`src/rtl/spi_slave_rx.sv`:
```
// spi_slave_rx: oversampled SPI mode-0 slave for register access.
// A frame is a 1-bit rw flag, then an address, then a 32-bit data word, sent MSB first.
// Writes are committed when the frame closes. Reads issue a request once the command is in,
// and the returned word is shifted out on MISO during the data phase.
//
// state  | meaning
// S_IDLE | waiting for an armed CS falling edge
// S_CMD  | shifting in the rw flag and the address
// S_DATA | data phase: MOSI shifts in, the read word shifts out on MISO
// S_END  | one cycle: classify the frame, then commit it or flag it
module spi_slave_rx #(
  parameter int FRAME_BITS  = 40,
  parameter int ADDR_BITS   = 7,
  parameter int SYNC_STAGES = 2
) (
  input  logic                 spi_clk_in,
  input  logic                 spi_rst_in,
  input  logic                 spi_clk,
  input  logic                 spi_cs,
  input  logic                 spi_sdi,
  output logic                 spi_sdo,
  output logic                 spi_sdo_oe,
  output logic [ADDR_BITS-1:0] wr_addr,
  output logic [31:0]          wr_data,
  output logic                 wr_valid,
  output logic                 rd_req,
  output logic [ADDR_BITS-1:0] rd_addr,
  input  logic [31:0]          rd_data,
  input  logic                 rd_data_valid,
  output logic                 frame_err,
  output logic                 rd_err,
  output logic [15:0]          frame_cnt
);

  localparam logic [6:0] CMD_BITS  = 7'(1 + ADDR_BITS);
  localparam logic [6:0] FRAME_LEN = 7'(FRAME_BITS);
  localparam logic [6:0] CNT_MAX   = 7'd127;

  typedef enum logic [1:0] {S_IDLE, S_CMD, S_DATA, S_END} state_t;

  state_t r_state, w_state_nxt;

  logic [SYNC_STAGES-1:0] r_sclk_sync, r_cs_sync, r_sdi_sync, r_flush;
  logic                   r_sclk_d, r_cs_d, r_armed;
  logic [6:0]             r_bit_cnt;
  logic [FRAME_BITS-1:0]  r_rx;
  logic [31:0]            r_tx;
  logic                   r_win_open, r_rd_err_pend;

  logic        w_sclk, w_cs, w_sdi;
  logic        w_sclk_rise, w_sclk_fall, w_cs_fall, w_cs_rise;
  logic        w_in_frame, w_start, w_cmd_done, w_good;
  logic [31:0] w_tx_src;

  assign w_sclk      = r_sclk_sync[SYNC_STAGES-1];
  assign w_cs        = r_cs_sync[SYNC_STAGES-1];
  assign w_sdi       = r_sdi_sync[SYNC_STAGES-1];
  assign w_sclk_rise = w_sclk & ~r_sclk_d;
  assign w_sclk_fall = ~w_sclk & r_sclk_d;
  // A fall counts only once CS has been seen high after reset, so the tail of a frame
  // that was cut by reset is not mistaken for a new one.
  assign w_cs_fall   = r_armed & r_cs_d & ~w_cs;
  assign w_cs_rise   = w_cs & ~r_cs_d;

  assign w_in_frame  = (r_state == S_CMD) || (r_state == S_DATA);
  assign w_start     = (w_state_nxt == S_CMD) && (r_state != S_CMD);
  assign w_cmd_done  = (r_state == S_CMD) && (w_state_nxt == S_DATA);
  assign w_good      = (r_bit_cnt == FRAME_LEN);
  // A word that arrives in the same cycle as the first shift goes straight to MISO.
  assign w_tx_src    = (r_win_open && rd_data_valid) ? rd_data : r_tx;

  // Synchronize the async SPI pins. r_flush marks when the chains hold real pin values.
  always_ff @(posedge spi_clk_in or negedge spi_rst_in) begin
    if (!spi_rst_in) begin
      r_sclk_sync <= '0;
      r_cs_sync   <= '1;
      r_sdi_sync  <= '0;
      r_flush     <= '0;
    end else begin
      r_sclk_sync <= SYNC_STAGES'({r_sclk_sync, spi_clk});
      r_cs_sync   <= SYNC_STAGES'({r_cs_sync, spi_cs});
      r_sdi_sync  <= SYNC_STAGES'({r_sdi_sync, spi_sdi});
      r_flush     <= SYNC_STAGES'({r_flush, 1'b1});
    end
  end

  // Delayed copies for edge detection; arm CS once it is seen idle after reset.
  always_ff @(posedge spi_clk_in or negedge spi_rst_in) begin
    if (!spi_rst_in) begin
      r_sclk_d   <= 1'b0;
      r_cs_d     <= 1'b1;
      r_armed    <= 1'b0;
      spi_sdo_oe <= 1'b0;
    end else begin
      r_sclk_d   <= w_sclk;
      r_cs_d     <= w_cs;
      r_armed    <= r_armed | (r_flush[SYNC_STAGES-1] & w_cs);
      spi_sdo_oe <= ~w_cs;
    end
  end

  // FSM state register.
  always_ff @(posedge spi_clk_in or negedge spi_rst_in) begin
    if (!spi_rst_in) r_state <= S_IDLE;
    else             r_state <= w_state_nxt;
  end

  // Next-state logic. A CS rise closes any open frame.
  always_comb begin
    w_state_nxt = r_state;
    unique case (r_state)
      S_IDLE: if (w_cs_fall) w_state_nxt = S_CMD;
      S_CMD: begin
        if (w_cs_rise)                   w_state_nxt = S_END;
        else if (r_bit_cnt >= CMD_BITS)  w_state_nxt = S_DATA;
      end
      S_DATA: if (w_cs_rise) w_state_nxt = S_END;
      S_END:  w_state_nxt = w_cs_fall ? S_CMD : S_IDLE;
      default: w_state_nxt = S_IDLE;
    endcase
  end

  // Receive path: count bits up to saturation, shift MOSI in, and issue the read request.
  always_ff @(posedge spi_clk_in or negedge spi_rst_in) begin
    if (!spi_rst_in) begin
      r_bit_cnt <= '0;
      r_rx      <= '0;
      rd_req    <= 1'b0;
      rd_addr   <= '0;
    end else begin
      rd_req <= 1'b0;
      if (w_start)
        r_bit_cnt <= '0;
      else if (w_in_frame && w_sclk_rise && r_bit_cnt != CNT_MAX)
        r_bit_cnt <= r_bit_cnt + 7'd1;
      if (w_in_frame && w_sclk_rise)
        r_rx <= {r_rx[FRAME_BITS-2:0], w_sdi};
      if (w_cmd_done && r_rx[ADDR_BITS]) begin
        rd_req  <= 1'b1;
        rd_addr <= r_rx[ADDR_BITS-1:0];
      end
    end
  end

  // Transmit path: latch the read word inside its window, then shift it out on SCLK falls.
  always_ff @(posedge spi_clk_in or negedge spi_rst_in) begin
    if (!spi_rst_in) begin
      spi_sdo       <= 1'b0;
      r_tx          <= '0;
      r_win_open    <= 1'b0;
      r_rd_err_pend <= 1'b0;
    end else begin
      if (r_state == S_DATA) begin
        if (w_sclk_fall) begin
          spi_sdo    <= w_tx_src[31];
          r_tx       <= {w_tx_src[30:0], 1'b0};
          r_win_open <= 1'b0;
          if (r_win_open && !rd_data_valid) r_rd_err_pend <= 1'b1;
        end else if (r_win_open && rd_data_valid) begin
          r_tx       <= rd_data;
          r_win_open <= 1'b0;
        end
      end else begin
        spi_sdo    <= 1'b0;
        r_tx       <= '0;
        r_win_open <= 1'b0;
      end
      if (w_cmd_done && r_rx[ADDR_BITS]) r_win_open    <= 1'b1;
      if (w_start)                       r_rd_err_pend <= 1'b0;
    end
  end

  // Frame close: commit a good write, report late read data or a bad length, count good frames.
  always_ff @(posedge spi_clk_in or negedge spi_rst_in) begin
    if (!spi_rst_in) begin
      wr_valid  <= 1'b0;
      wr_addr   <= '0;
      wr_data   <= '0;
      frame_err <= 1'b0;
      rd_err    <= 1'b0;
      frame_cnt <= '0;
    end else begin
      wr_valid  <= 1'b0;
      frame_err <= 1'b0;
      rd_err    <= 1'b0;
      if (r_state == S_END) begin
        if (w_good) begin
          frame_cnt <= frame_cnt + 16'd1;
          if (!r_rx[FRAME_BITS-1]) begin
            wr_valid <= 1'b1;
            wr_addr  <= r_rx[FRAME_BITS-2 -: ADDR_BITS];
            wr_data  <= r_rx[31:0];
          end else if (r_rd_err_pend) begin
            rd_err <= 1'b1;
          end
        end else begin
          frame_err <= 1'b1;
        end
      end
    end
  end

endmodule

```
`config.mk`:
```
export PLATFORM = sky130hd
export DESIGN_NAME = spi_slave_rx
export DESIGN_NICKNAME = d
export VERILOG_FILES = /design/src/rtl/spi_slave_rx.sv
export SDC_FILE = /design/constraint.sdc
export NUM_CORES = 1
export LEC_CHECK = 0
export BUFFER_PORTS_ARGS = -buffer_cell sky130_fd_sc_hd__buf_4
export CELL_PAD_IN_SITES_DETAIL_PLACEMENT = 0
export CELL_PAD_IN_SITES_GLOBAL_PLACEMENT = 1
export CORE_UTILIZATION = 45
export DETAILED_ROUTE_END_ITERATION = 10
export PLACE_DENSITY_LB_ADDON = 0.1
export SETUP_SLACK_MARGIN = 0.2
export SKIP_CTS_REPAIR_TIMING = 1
export SKIP_LAST_GASP = 1
export SLEW_MARGIN = 20
export SYNTH_ARGS = -nofsm -noshare
export SYNTH_HDL_FRONTEND = slang
export SYNTH_SLANG_ARGS = --single-unit
```
`constraint.sdc`:
```
create_clock -name spi_clk_in -period 2.35 [get_ports spi_clk_in]
set_input_delay 0.47 -clock spi_clk_in [delete_from_list [all_inputs] [get_ports spi_clk_in]]
set_output_delay 0.47 -clock spi_clk_in [all_outputs]
set_load 0.005 [all_outputs]
```
# Yosys cells after proc, flatten, opt, wreduce, memory -nomap -nowiden
# Cells that the tools add are included.
# op_classes
addsub	2
n_lt_le_gt_ge	1
n_eq_ne	10
mux	31
n_bitwise	12
n_reduce_logical	17
# op_table
operator	count
$mux 32	3
$mux 1	21
$add 16x1->16 const B	1
$mux 7	2
$mux 2	4
$pmux 2 s4	1
$reduce_bool 2->1	4
$add 7x1->7 const B	1
$eq 7x6->1 const B	1
$ge 7x4->1 const B	1
$logic_and 1x1->1	7
$ne 7x7->1 const B	1
$and 1x1->1	6
$eq 2x2->1 const B	3
$reduce_and 3->1	2
$not 1->1	5
$eq 2x1->1 const B	2
$ne 4x2->1 const B	1
$logic_not 2->1	1
$ne 2x1->1 const B	1
$ne 2x2->1 const B	1
$reduce_and 2->1	1
$logic_not 1->1	1
$logic_or 1x1->1	1
$or 1x1->1	1
# word_totals
reg_bits	162
inputBits	38
out_inout_bits	68
wordCells	96

# Logic depth before layout (Yosys ltp)
# Gate-level depths: netlist of run 1.
# depth
ltp_word	8
depth_mapped	7
depth_no_buf	6

# Worst setup path after synthesis of run 1
# OpenSTA, ideal clock, no wires.
# synth_timing
kind	reg-to-reg
startpoint	register r_state[0]
endpoint	register rd_addr[0]
setup_time_ns	0.125
arrival_ns	1.944
t_required_ns	2.225
slack_ns	0.281
path_stages_with_launch	7
path_buffers	0
synth_period_minus_slack_ns	2.069
cell_sequence	dfrtp_1 -> inv_1 -> ha_1 -> nor3b_1 -> o22ai_2 -> o2111ai_4 -> mux2_2
# synth_via
elab_chain_len	6
elab_cells_between_ends	12
cone_classes	eq/ne: 4; mux: 5; reduce/logical: 3
# synth_lines
element	line_no	text
start, declared	41	state_t r_state, w_state_nxt;
start signal, assigned	105	else r_state <= w_state_nxt;
$mux 2	115	else if (r_bit_cnt >= CMD_BITS) w_state_nxt = S_DATA;
$mux 2	114	if (w_cs_rise) w_state_nxt = S_END;
$pmux 2 s4	111	unique case (r_state)
$eq 2x2->1	67	assign w_cmd_done = (r_state == S_CMD) && (w_state_nxt == S_DATA);
$logic_and 1x1->1 (*)	67	
$logic_and 1x1->1 (*)	138	if (w_cmd_done && r_rx[ADDR_BITS]) begin
end signal, assigned	140	rd_addr <= r_rx[ADDR_BITS-1:0];
end, declared	27	output logic [ADDR_BITS-1:0] rd_addr,
# Every way passes the cells marked *; elsewhere a longest branch is shown, timed or not.
# A chain may end at the register's enable or synchronous reset.

# Worst setup path in the final report of run 1
# layout_timing
startpoint	register r_state[0]
endpoint	register rd_addr[2]
# Same word-level chain as after synthesis.

==> results of run 1 <==
[cells in the final DEF, fill, tap and decap left out, drive strengths merged, types with 3 or more instances in the layout]
cell and n:
clkbuf 22, nor3 5, ha 7, buf 119
clkinv 5, and3 5, nand4 5, and4 3
nand2 131, o21ai 4, nor2 14, a21oi 3
dfstp 3, xor2 9, bufinv 4, xnor2 8
a311oi 3, inv 13, nand3 6, mux2i 33
mux2 46, dfrtp 159, o22ai 34
[registers in the layout, indices dropped and copies added, names as in the netlist, 2 cells and up]
signal and count:
r_bit_cnt 7, r_sclk_sync 2, r_tx 32, r_sdi_sync 2
wr_data 32, frame_cnt 16, r_flush 2, r_state 2
r_rx 40, rd_addr 7, r_cs_sync 2, wr_addr 7
[power by group through the flow]
stage               Sequential (mW)  Clock (mW)  Combinational, mW
floorplan                      3.05           0              0.482
global placement               3.08           0              0.734
detailed placement             3.09           0              0.755
CTS                            3.04        3.00              0.759
global route                   3.06        3.12              0.850
finish                         3.04        2.92              0.763
[cell families after synthesis]
| group | after synthesis |
|---|---|
| AND/OR/NAND/NOR | 180 |
| flip-flops | 162 |
| multiplexers | 79 |
| AO/OA/AOI/OAI | 54 |
| buffers and inverters | 36 |
| XOR/XNOR | 17 |
| adder cells (fa/ha/maj) | 7 |
| other | 1 |
[layout make-up]
type                       instances  area, um2  area share, %
clock buffer                      22        474           5.75
inverter                          13       48.8          0.592
tap                              180        225           2.73
sequential                       162       4060           49.2
clock inverter                    10        156           1.90
multi-input combinational        338       2330           28.3
timing repair buffer             119        947           11.5
[routing by layer]
metal / GRT usage [%] / share of wire, % / vias up
li1: - / - / 2071
met1: 23.6 / 46 / 2145
met2: 29.1 / 47 / 98
met3: 5.99 / 5.8 / 16
met4: 6.40 / 1.3 / 0
met5: 0 / 0 / -
[how the worst min path moves through the flow]
stage | startpoint | endpoint | slack, ns | cells past startpoint
after global placement | r_sdi_sync[0] | r_sdi_sync[1] | 0.33 | 0
final | spi_rst_in | frame_cnt[8] | 0.07 | 1
after floorplan | spi_rst_in | frame_cnt[0] | 0.17 | 0
after detailed placement | r_sclk_sync[0] | r_sclk_sync[1] | 0.33 | 0
after CTS | spi_rst_in | frame_cnt[8] | 0.08 | 1
after global routing | spi_rst_in | frame_cnt[1] | 0.11 | 1
==> summary by stage, run 1 <==
Status
The run finished with clean final reports.

Power and ir drop
The proportion of power drawn by the clock network is 43.4%. The maximum ir drop on the vdd rail is 0.000544 V. The power density normalized to cell area is 815 mW/mm2.

The net switching power of the design is 1.67 mW. The proportion of power drawn by combinational gates is 11.3%. After layout, the design draws a total of 6.72 mW.

Per report_power, the sequential group accounts for 45.3% of the total. The switching portion of total power is 24.9%. The analysis attributes to cell leakage a power of 4.42 nW. The internal power of the cells totals 5.05 mW.

Global routing
The sum of overflow across all layers after global routing is 0. The global-route wire length before repair is 21100 um. The largest net degree at the start of global routing is 69. The all-layer global routing usage is 18.3%. The number of global-route vias before repair was 4358. The number of antenna violations at the first check in global routing is 0.

Synth
The share of the synthesized area in the top cell type is 60.9%. The number of nets in the synthesized netlist is 581. Of the total synthesized cell area, the portion taken by XOR and XNOR cells is 2.28%. By area, the combinational part of the netlist is dominated by multiplexers. The mapped netlist covers 0.00653 mm2.

The count of yosys warnings during synthesis is 0. The library cell with the largest summed area after synthesis is dfrtp_1. The share of synthesized registers carrying an async set or reset is 100%. Ranked by instance count, the synthesized netlist is headed by dfrtp_1 (159), nand2_1 (131), mux2_2 (43). Counting flops and latches in the post-synthesis netlist gives 162. The mean instance size in the synthesized netlist is 12.2 um2. Yosys mapped a number of flops with a built-in enable equal to 0. In the synthesized netlist the dominant register cell turns out to be dfrtp_1. The cell count after synthesis came out at 536. After synthesis, the cell types taking the most area are dfrtp_1 (61%), nand2_1 (7.5%), mux2_2 (7.4%). The proportion of synthesized area in mux cells is 13.0%. The compound-gate portion of the synthesized area is 6.32%. The number of distinct library cells after synthesis is 49. The fraction of the yosys area taken by sequential cells is 62.1%. The share of synthesized cell area in and, or, nand and nor gates is 12.3%. The most common cell in the synthesized netlist is dfrtp_1. After Yosys synthesis, full adders, half adders and majority gates account for 1.34% of the synthesized area.

Die
The width of the chip is 122 um. Row generation in the floorplan step produced 43 rows. Once the floorplan was initialized, standard cells occupied 46.5% of the core. The floorplan step defined a die boundary enclosing 0.0150 mm2.

The floorplan die height is 122 um. The area of the core region is 0.0140 mm2. For this design the top-level I/O count stands at 106.

Placed design
Detailed placement finished with a half-perimeter wire length of 8360 um. The placer congestion estimate is 0.831. At the placement stage, the worst setup path has a slack of 0.0106 ns. The number of instances in the placed design is 812.

The placed instances occupy a cell area of 0.00759 mm2. The total of buffers placed on input and output ports is 105.

Clocking
The number of levels in the clock H-tree is 4. The number of clock sinks seen by CTS is 162. TritonCTS built the clock tree. Buffers inserted during clock tree synthesis total 17. The root cell of the clock tree is clkbuf_16.

The number of buffers on the longest clock path is 2. The clock latency of the later-clocked register in the worst-skew pair is 0.42 ns. After clock tree synthesis, the clock-pin slew on the worst setup and hold paths is 0.06 ns.

Worst setup path
Following the worst setup path forward leads to its endpoint at rd_addr[2]. The worst setup path is launched from a register. The worst setup path startpoint is r_state[0]. The number of buffers and inverters on the critical path is 1.

Data arrives at the worst endpoint at 2.33 ns. The delay of the slowest cell on the worst path is 0.46 ns. For flop-to-flop paths, the worst setup slack is 0.33 ns. STA puts the critical path data required time at 2.65 ns. STA classifies the critical path endpoint as a register. The cell count along the critical path is 6. Grouping stages by cell kind, the critical path spends the most delay in flip-flops.

The cell depth of the worst flop-to-flop path is 6. The slowest stage cell on the critical path is dfrtp_1. The path type of the worst setup path is reg2reg. The capture point of the worst reg-to-reg path is rd_addr[2].

The largest fanout on the critical path is 9. The signal on the critical path passes through inv_1 -> ha_2 -> nor3b_4 -> o22ai_2 -> o2111ai_4 -> mux2_2. The startpoint identified for the worst register-to-register timing path is r_state[0].

STA
Setup repair after global routing left no endpoint under its margin. Setup total negative slack on the finished layout was measured at 0 ns. The worst path meets setup with 0.328 ns of slack. Between clock sinks in the finished design, the worst skew comes to 0.00765 ns.

The relative slew slack is 56.6%. The actual transition at the worst max-transition pin is 0.652 ns. The count of final max-slew check failures is 0. The count of endpoints failing hold in the final timing report was 0. Counting I/O delays and the setup requirement, the final critical path takes 2.02 ns. The highest attainable clock frequency is 495 MHz.

The part of the cycle the worst path needs is 86.0%. The minimum hold slack is 0.0702 ns. The total setup violations reported at the end of the flow is 0.

Drt
The pre-antenna-repair detailed-routing pass consisted of 4 iterations. The detailed router placed 4330 vias in this run. The post-detailed-routing wire length is 12700 um. In this run the remaining antenna-violating nets after routing total 0. The via density per instance is 5.13. The number of DRC violations after detailed-routing iteration 0 is 194.

After detailed routing, the average wire length per cell comes to 15.0 um. The DRC violations left is 0.

Min path
The path type of the worst min-delay path is in2async.

Finish
The post-route standard cell area excluding fillers is 0.00824 mm2. The share of final-layout standard cells stronger than drive strength 1 is 32.2%. The number of antenna diodes in the final layout is 0. Counting the fill cells in the layout gives 1182. From synthesis to final layout, the design area changed by 26.2%. Measured on the finished design, the core utilization comes to 58.7%. The number of standard cells in the final layout excluding fillers is 844. The total number of nets in the final design is 696.

Flow run
The tool flagged a number of max-cap violations equal to 0.
Note: power is estimated with default switching activity, not from simulation.
==> inputs of run 2 (changes only) <==
- CORE_ASPECT_RATIO: unset -> 2
==> summary by stage, run 2 (same netlist as run 1, synthesis figures left out) <==
Status
The flow ran to the end, and the final reports show no timing, DRC or antenna violations.

STA
The count of final max-slew check failures came to 0 (unchanged). Setup repair after global routing left no endpoint under its margin. The highest attainable clock frequency is 491 MHz (-0.63%). The minimum setup slack in the final design is 0.315 ns (-0.0129 ns).

The total setup violations reported at the end of the flow came to 0 (unchanged). The minimum hold slack was 0.0133 ns (-0.0569 ns). The relative slew slack is 62.9% (+6.4 points). The count of endpoints failing hold in the final timing report is 0 (unchanged). The final sum of negative setup slack is 0 ns (unchanged). The worst clock skew came to 0.00911 ns (+0.00146 ns). The shortest period the worst path allows came to 2.03 ns (+0.0129 ns). The actual transition at the worst max-transition pin is 0.556 ns (-0.0958 ns). The part of the cycle the worst path needs is 86.6% (+0.55 points).

Drt
The DRC violations left is 0 (unchanged). The routed wirelength normalized by instance count is 14.8 um (-1.4%). The post-detailed-routing wire length came to 12700 um (-0.15%). The number of DRC violations after detailed-routing iteration 0 was 156 (-20%). The via density per instance is 5.04 (-1.7%). The number of iterations in the first detailed-routing pass came to 4 (unchanged). The number of nets still failing antenna checks after routing was 0 (unchanged). The count of vias placed by the detailed router is 4310 (-0.46%).

Worst setup path
The type of origin of the critical path is a register. The arrival time of the worst setup path came to 2.34 ns (about the same). The path type of the worst setup path is reg2reg. In this run the critical register-to-register path is captured at rd_addr[5].

The data required time at the worst endpoint is 2.65 ns (about the same). The largest fanout on the critical path is 9 (unchanged). The setup slack of the most critical reg-to-reg path is 0.32 ns (about the same). The launching point of the worst reg2reg path is r_state[0]. STA classifies the critical path endpoint as a register. The cell depth of the worst flop-to-flop path was 6 (unchanged).

Power and ir drop
The power density normalized to cell area is 810 mW/mm2 (-0.68%). The total power was 6.69 mW (-0.40%). The leakage power total is 4.41 nW (about the same). The maximum ir drop on the vdd rail was 0.000519 V (-4.5%).

Placed design
The total half-perimeter wirelength after legalization and detailed placement is 8620 um (+3.1%). The total of buffers placed on input and output ports came to 105 (unchanged). The pre-CTS setup slack is -0.00116 ns (-0.0117 ns). The cell area after placement is 0.00761 mm2 (+0.26%). The placer congestion estimate was 0.798 (-3.9%).

The number of instances in the placed design is 823 (+1.4%).

Finish
The library cells used most frequently in the layout, excluding fill and tap cells, are dfrtp_1 (159), nand2_1 (130), buf_4 (112), mux2_2 (43), mux2i_1 (33). The share of final-layout standard cells stronger than drive strength 1 was 32.6% (+0.35 points). The final antenna diode count is 0 (unchanged). The synthesis-to-layout area growth is 26.6%.

The post-route standard cell area excluding fillers is 0.00827 mm2 (+0.29%). The flip-flop count of the largest register after layout was 40 (unchanged). The number of standard cells in the final layout excluding fillers is 855 (+1.3%). The filler cell count in the final layout is 1296 (+9.6%). In the final layout, the registers with the most flip-flops are r_rx (40), r_tx (32), wr_data (32). The total number of nets in the final design is 695 (-0.14%). Counting flops per register, the top entry is r_rx. The post-layout utilization of the core was 57.9% (-0.79 points). The most common cell after layout, fill and taps aside is dfrtp_1.

Global routing
The largest net degree at the start of global routing is 60 (-13%). The global-route wire length before repair was 21100 um (-0.13%). The sum of overflow across all layers after global routing came to 0 (unchanged).

The all-layer global routing usage came to 18.1% (-0.28 points). The number of global-route vias before repair is 4446 (+2.0%). The number of antenna violations at the first check in global routing is 0 (unchanged).

Clocking
The number of buffers added by the clock tree synthesis step is 17 (unchanged). CTS placed an instance of clkbuf_16 at the clock tree root. The clock latency of the later-clocked register in the worst-skew pair came to 0.41 ns (about the same). The number of buffers on the longest clock path is 2 (unchanged). The number of levels in the clock H-tree is 4 (unchanged). The number of clock sinks seen by CTS is 162 (unchanged). The clock transition time at the flip-flop clock pins of the worst setup and hold paths is 0.07 ns (about the same).

The CTS tree is yes.

Die
The width of the chip is 87.2 um (-29%). The area of the core region is 0.0143 mm2 (+1.6%). The effective utilization at floorplan is 45.8% (-0.75 points). The floorplan die height came to 172 um (+41%). The die area came to 0.0150 mm2 (+0.19%). The I/O pin count came to 106 (unchanged). The row count is 62 (+44%).

Flow run
The number of max-cap violations came to 0 (unchanged).

Min path
The path type of the worst min-delay path is in2async.
run 2: changes by cell type in the layout (fill, tap and decap cells not counted), moves of 2 or more:
cell       before  now
clkinv_8        0    2
inv_8           0    5
clkinv_2        4    0
clkbuf_1        2    0
inv_6           0    3
buf_4         114  112
bufinv_16       4    2
clkbuf_8        3    1
run 2: area by class of cell:
cell class / instances / area, um2 / share of cell area (%)
Sequential cell: 162 / 4060 / 49.1
Inverter: 13 / 48.8 / 0.590
Timing Repair Buffer: 118 / 952 / 11.5
Clock buffer: 18 / 439 / 5.31
Clock inverter: 14 / 190 / 2.30
Multi-Input combinational cell: 338 / 2340 / 28.3
Tap cell: 192 / 240 / 2.91
run 2: worst max-delay path by stage:
stage / depth (start not counted) / slack (ns) / from / endpoint
floorplan: 6 / 0.28 / r_state[0] / rd_addr[0]
global placement: 6 / 0.20 / r_state[0] / rd_addr[5]
detailed placement: 6 / -0.001 / r_state[0] / rd_addr[5]
CTS: 6 / -0.03 / r_state[0] / rd_addr[5]
global route: 6 / 0.23 / r_state[0] / rd_addr[1]
finish: 6 / 0.32 / r_state[0] / rd_addr[5]
run 2: worst max-delay path: stages, from the launching register on:
cell and delay (ns):
dfrtp_1 0.46, inv_1 0.12, ha_1 0.27, inv_1 0.17
o22ai_4 0.13, o2111ai_4 0.38, mux2_2 0.38
run 2: power breakdown:
group | leakage, nW | switching, mW | internal, mW
Clock | 0.303 | 1.21 | 1.66
Sequential | 2.22 | 0.124 | 2.91
Combinational | 1.89 | 0.499 | 0.285
Total | 4.41 | 1.84 | 4.86
run 2: routing by layer:
layer	share of wire [%]	global-route usage, %
met1	40	20.1
met5	0	0
met3	3.3	4.34
met4	1.2	6.41
met2	56	33.0
==> inputs of run 3 (changes only) <==
- REMOVE_ABC_BUFFERS: unset -> 1
==> summary by stage, run 3 (same netlist as run 1, synthesis figures left out) <==
Clocking
The root cell of the clock tree is clkbuf_16. The CTS tree is yes. The number of levels in the clock H-tree is 4 (unchanged). The number of clock sinks seen by CTS is 162 (unchanged). The clock transition time at the flip-flop clock pins of the worst setup and hold paths is 0.06 ns (about the same).

The clock latency of the later-clocked register in the worst-skew pair was 0.41 ns (about the same). The number of buffers added by the clock tree synthesis step is 17 (unchanged). The number of buffers on the longest clock path came to 2 (unchanged).

Flow run
The number of max-cap violations is 0 (unchanged).

Power and ir drop
The power density normalized to cell area is 803 mW/mm2 (-0.89%). The leakage power total came to 4.40 nW (-0.31%). The total power came to 6.61 mW (-1.3%). The maximum ir drop on the vdd rail came to 0.000559 V (+7.6%).

Die
The floorplan die height is 172 um (unchanged). The effective utilization at floorplan came to 45.8% (unchanged). The die area was 0.0150 mm2 (unchanged). The I/O pin count is 106 (unchanged).

The area of the core region was 0.0143 mm2 (unchanged). The row count was 62 (unchanged). The width of the chip is 87.2 um (unchanged).

Min path
The startpoint of the tightest hold check path is spi_sdi. The worst hold path terminates at r_sdi_sync[0]. In this run the worst hold path is classified as in2reg.

Along the worst hold path, the cell count comes to 1.

Drt
The count of vias placed by the detailed router is 4364 (+1.3%). The post-detailed-routing wire length is 12900 um (+2.3%). The number of nets still failing antenna checks after routing is 0 (unchanged). The DRC violations left is 0 (unchanged). The number of iterations in the first detailed-routing pass was 4 (unchanged). The via density per instance came to 5.09 (+0.90%).

The number of DRC violations after detailed-routing iteration 0 is 133 (-15%). The routed wirelength normalized by instance count is 15.1 um (+1.9%).

Global routing
The sum of overflow across all layers after global routing was 0 (unchanged). The all-layer global routing usage is 18.8% (+0.77 points). The largest net degree at the start of global routing is 57 (-5.0%). The number of global-route vias before repair is 4583 (+3.1%).

The global-route wire length before repair came to 21900 um (+3.9%). The number of antenna violations at the first check in global routing came to 0 (unchanged).

STA
The count of endpoints failing hold in the final timing report was 0 (unchanged). The highest attainable clock frequency is 488 MHz (-0.74%). The count of final max-slew check failures was 0 (unchanged).

Setup repair after global routing left no endpoint under its margin. The worst clock skew is 0.00566 ns (-0.00345 ns). The total setup violations reported at the end of the flow is 0 (unchanged). The minimum hold slack is 0.160 ns (+0.146 ns). The part of the cycle the worst path needs is 87.2% (+0.65 points). The shortest period the worst path allows is 2.05 ns (+0.0152 ns).

Worst setup path
The cell depth of the worst flop-to-flop path is 7 (+1). The data required time at the worst endpoint is 2.64 ns (about the same). The critical path is of the reg2reg type. The arrival time of the worst setup path is 2.34 ns (about the same).

The startpoint identified for the worst register-to-register timing path is r_state[0]. The worst setup path is launched from a register. The endpoint identified for the worst register-to-register timing path is rd_addr[5].

The worst setup path startpoint is r_state[0]. The worst setup path is captured at a register. The setup slack of the most critical reg-to-reg path was 0.30 ns (-0.02 ns). The largest fanout on the critical path is 9 (unchanged).

Placed design
The total half-perimeter wirelength after legalization and detailed placement is 8660 um (+0.49%). The cell area after placement came to 0.00760 mm2 (-0.16%). The placer congestion estimate was 0.723 (-9.4%). The total of buffers placed on input and output ports is 105 (unchanged).

Finish
The post-route standard cell area excluding fillers came to 0.00823 mm2 (-0.41%). The register with the highest flop count is r_rx. The largest registers in the layout are r_rx (40), r_tx (32), wr_data (32).

The synthesis-to-layout area growth is 26.0%. The flip-flop count of the largest register after layout is 40 (unchanged). The total number of nets in the final design is 698 (+0.43%). The share of final-layout standard cells stronger than drive strength 1 was 32.0% (-0.60 points). The library cells used most frequently in the layout, excluding fill and tap cells, are dfrtp_1 (159), nand2_1 (130), buf_4 (115), mux2_2 (43), mux2i_1 (33). The library cell used most frequently in the layout, excluding fill and tap cells, is dfrtp_1. The final antenna diode count is 0 (unchanged).

Status
The run finished with clean final reports.
-- run 3: through the flow --
step	std cells	TNS (ns)	utilization [%]	setup WS, ns
after global routing	858	0	57.7	0.205
final	858	0	57.7	0.300
after CTS	855	0	57.4	0.107
after global placement	823	0	53.3	0.306
after detailed placement	823	0	53.3	0.127
after floorplan	513	-0.125	-	-0.125
-- run 3: how the worst max path moves through the flow --
stage                         to
CTS                   rd_addr[5]
floorplan           r_bit_cnt[5]
global placement      rd_addr[1]
detailed placement    rd_addr[5]
finish                rd_addr[5]
global route          rd_addr[5]
-- run 3: worst max-delay path: stages, from the launching register on --
cell and delay, ns:
dfrtp_1 0.46, inv_1 0.11, ha_1 0.24, buf_4 0.17, nand2_1 0.10, o22ai_4 0.10, o2111ai_4 0.36, mux2_2 0.39
-- run 3: layer usage --
metal	vias to the layer above	global-route usage (%)	share of wire, %
met5	-	0	0
li1	2060	-	-
met4	0	7.63	1.4
met3	14	4.06	3.7
met1	2204	21.6	41
met2	86	33.6	54
-- run 3: layout make-up --
class	instances	area [um2]
inverters	13	48.8
clock inverters	10	133
repair buffers	121	965
well taps	192	240
multi-input cells	338	2320
flip-flops and latches	162	4060
fillers	1278	6040
clock buffers	22	464
-- run 3: report_power, final --
part           switching (mW)  internal, mW  leakage (nW)
logic                   0.492         0.278          1.89
registers               0.131          2.91          2.22
clock network            1.07          1.72         0.286
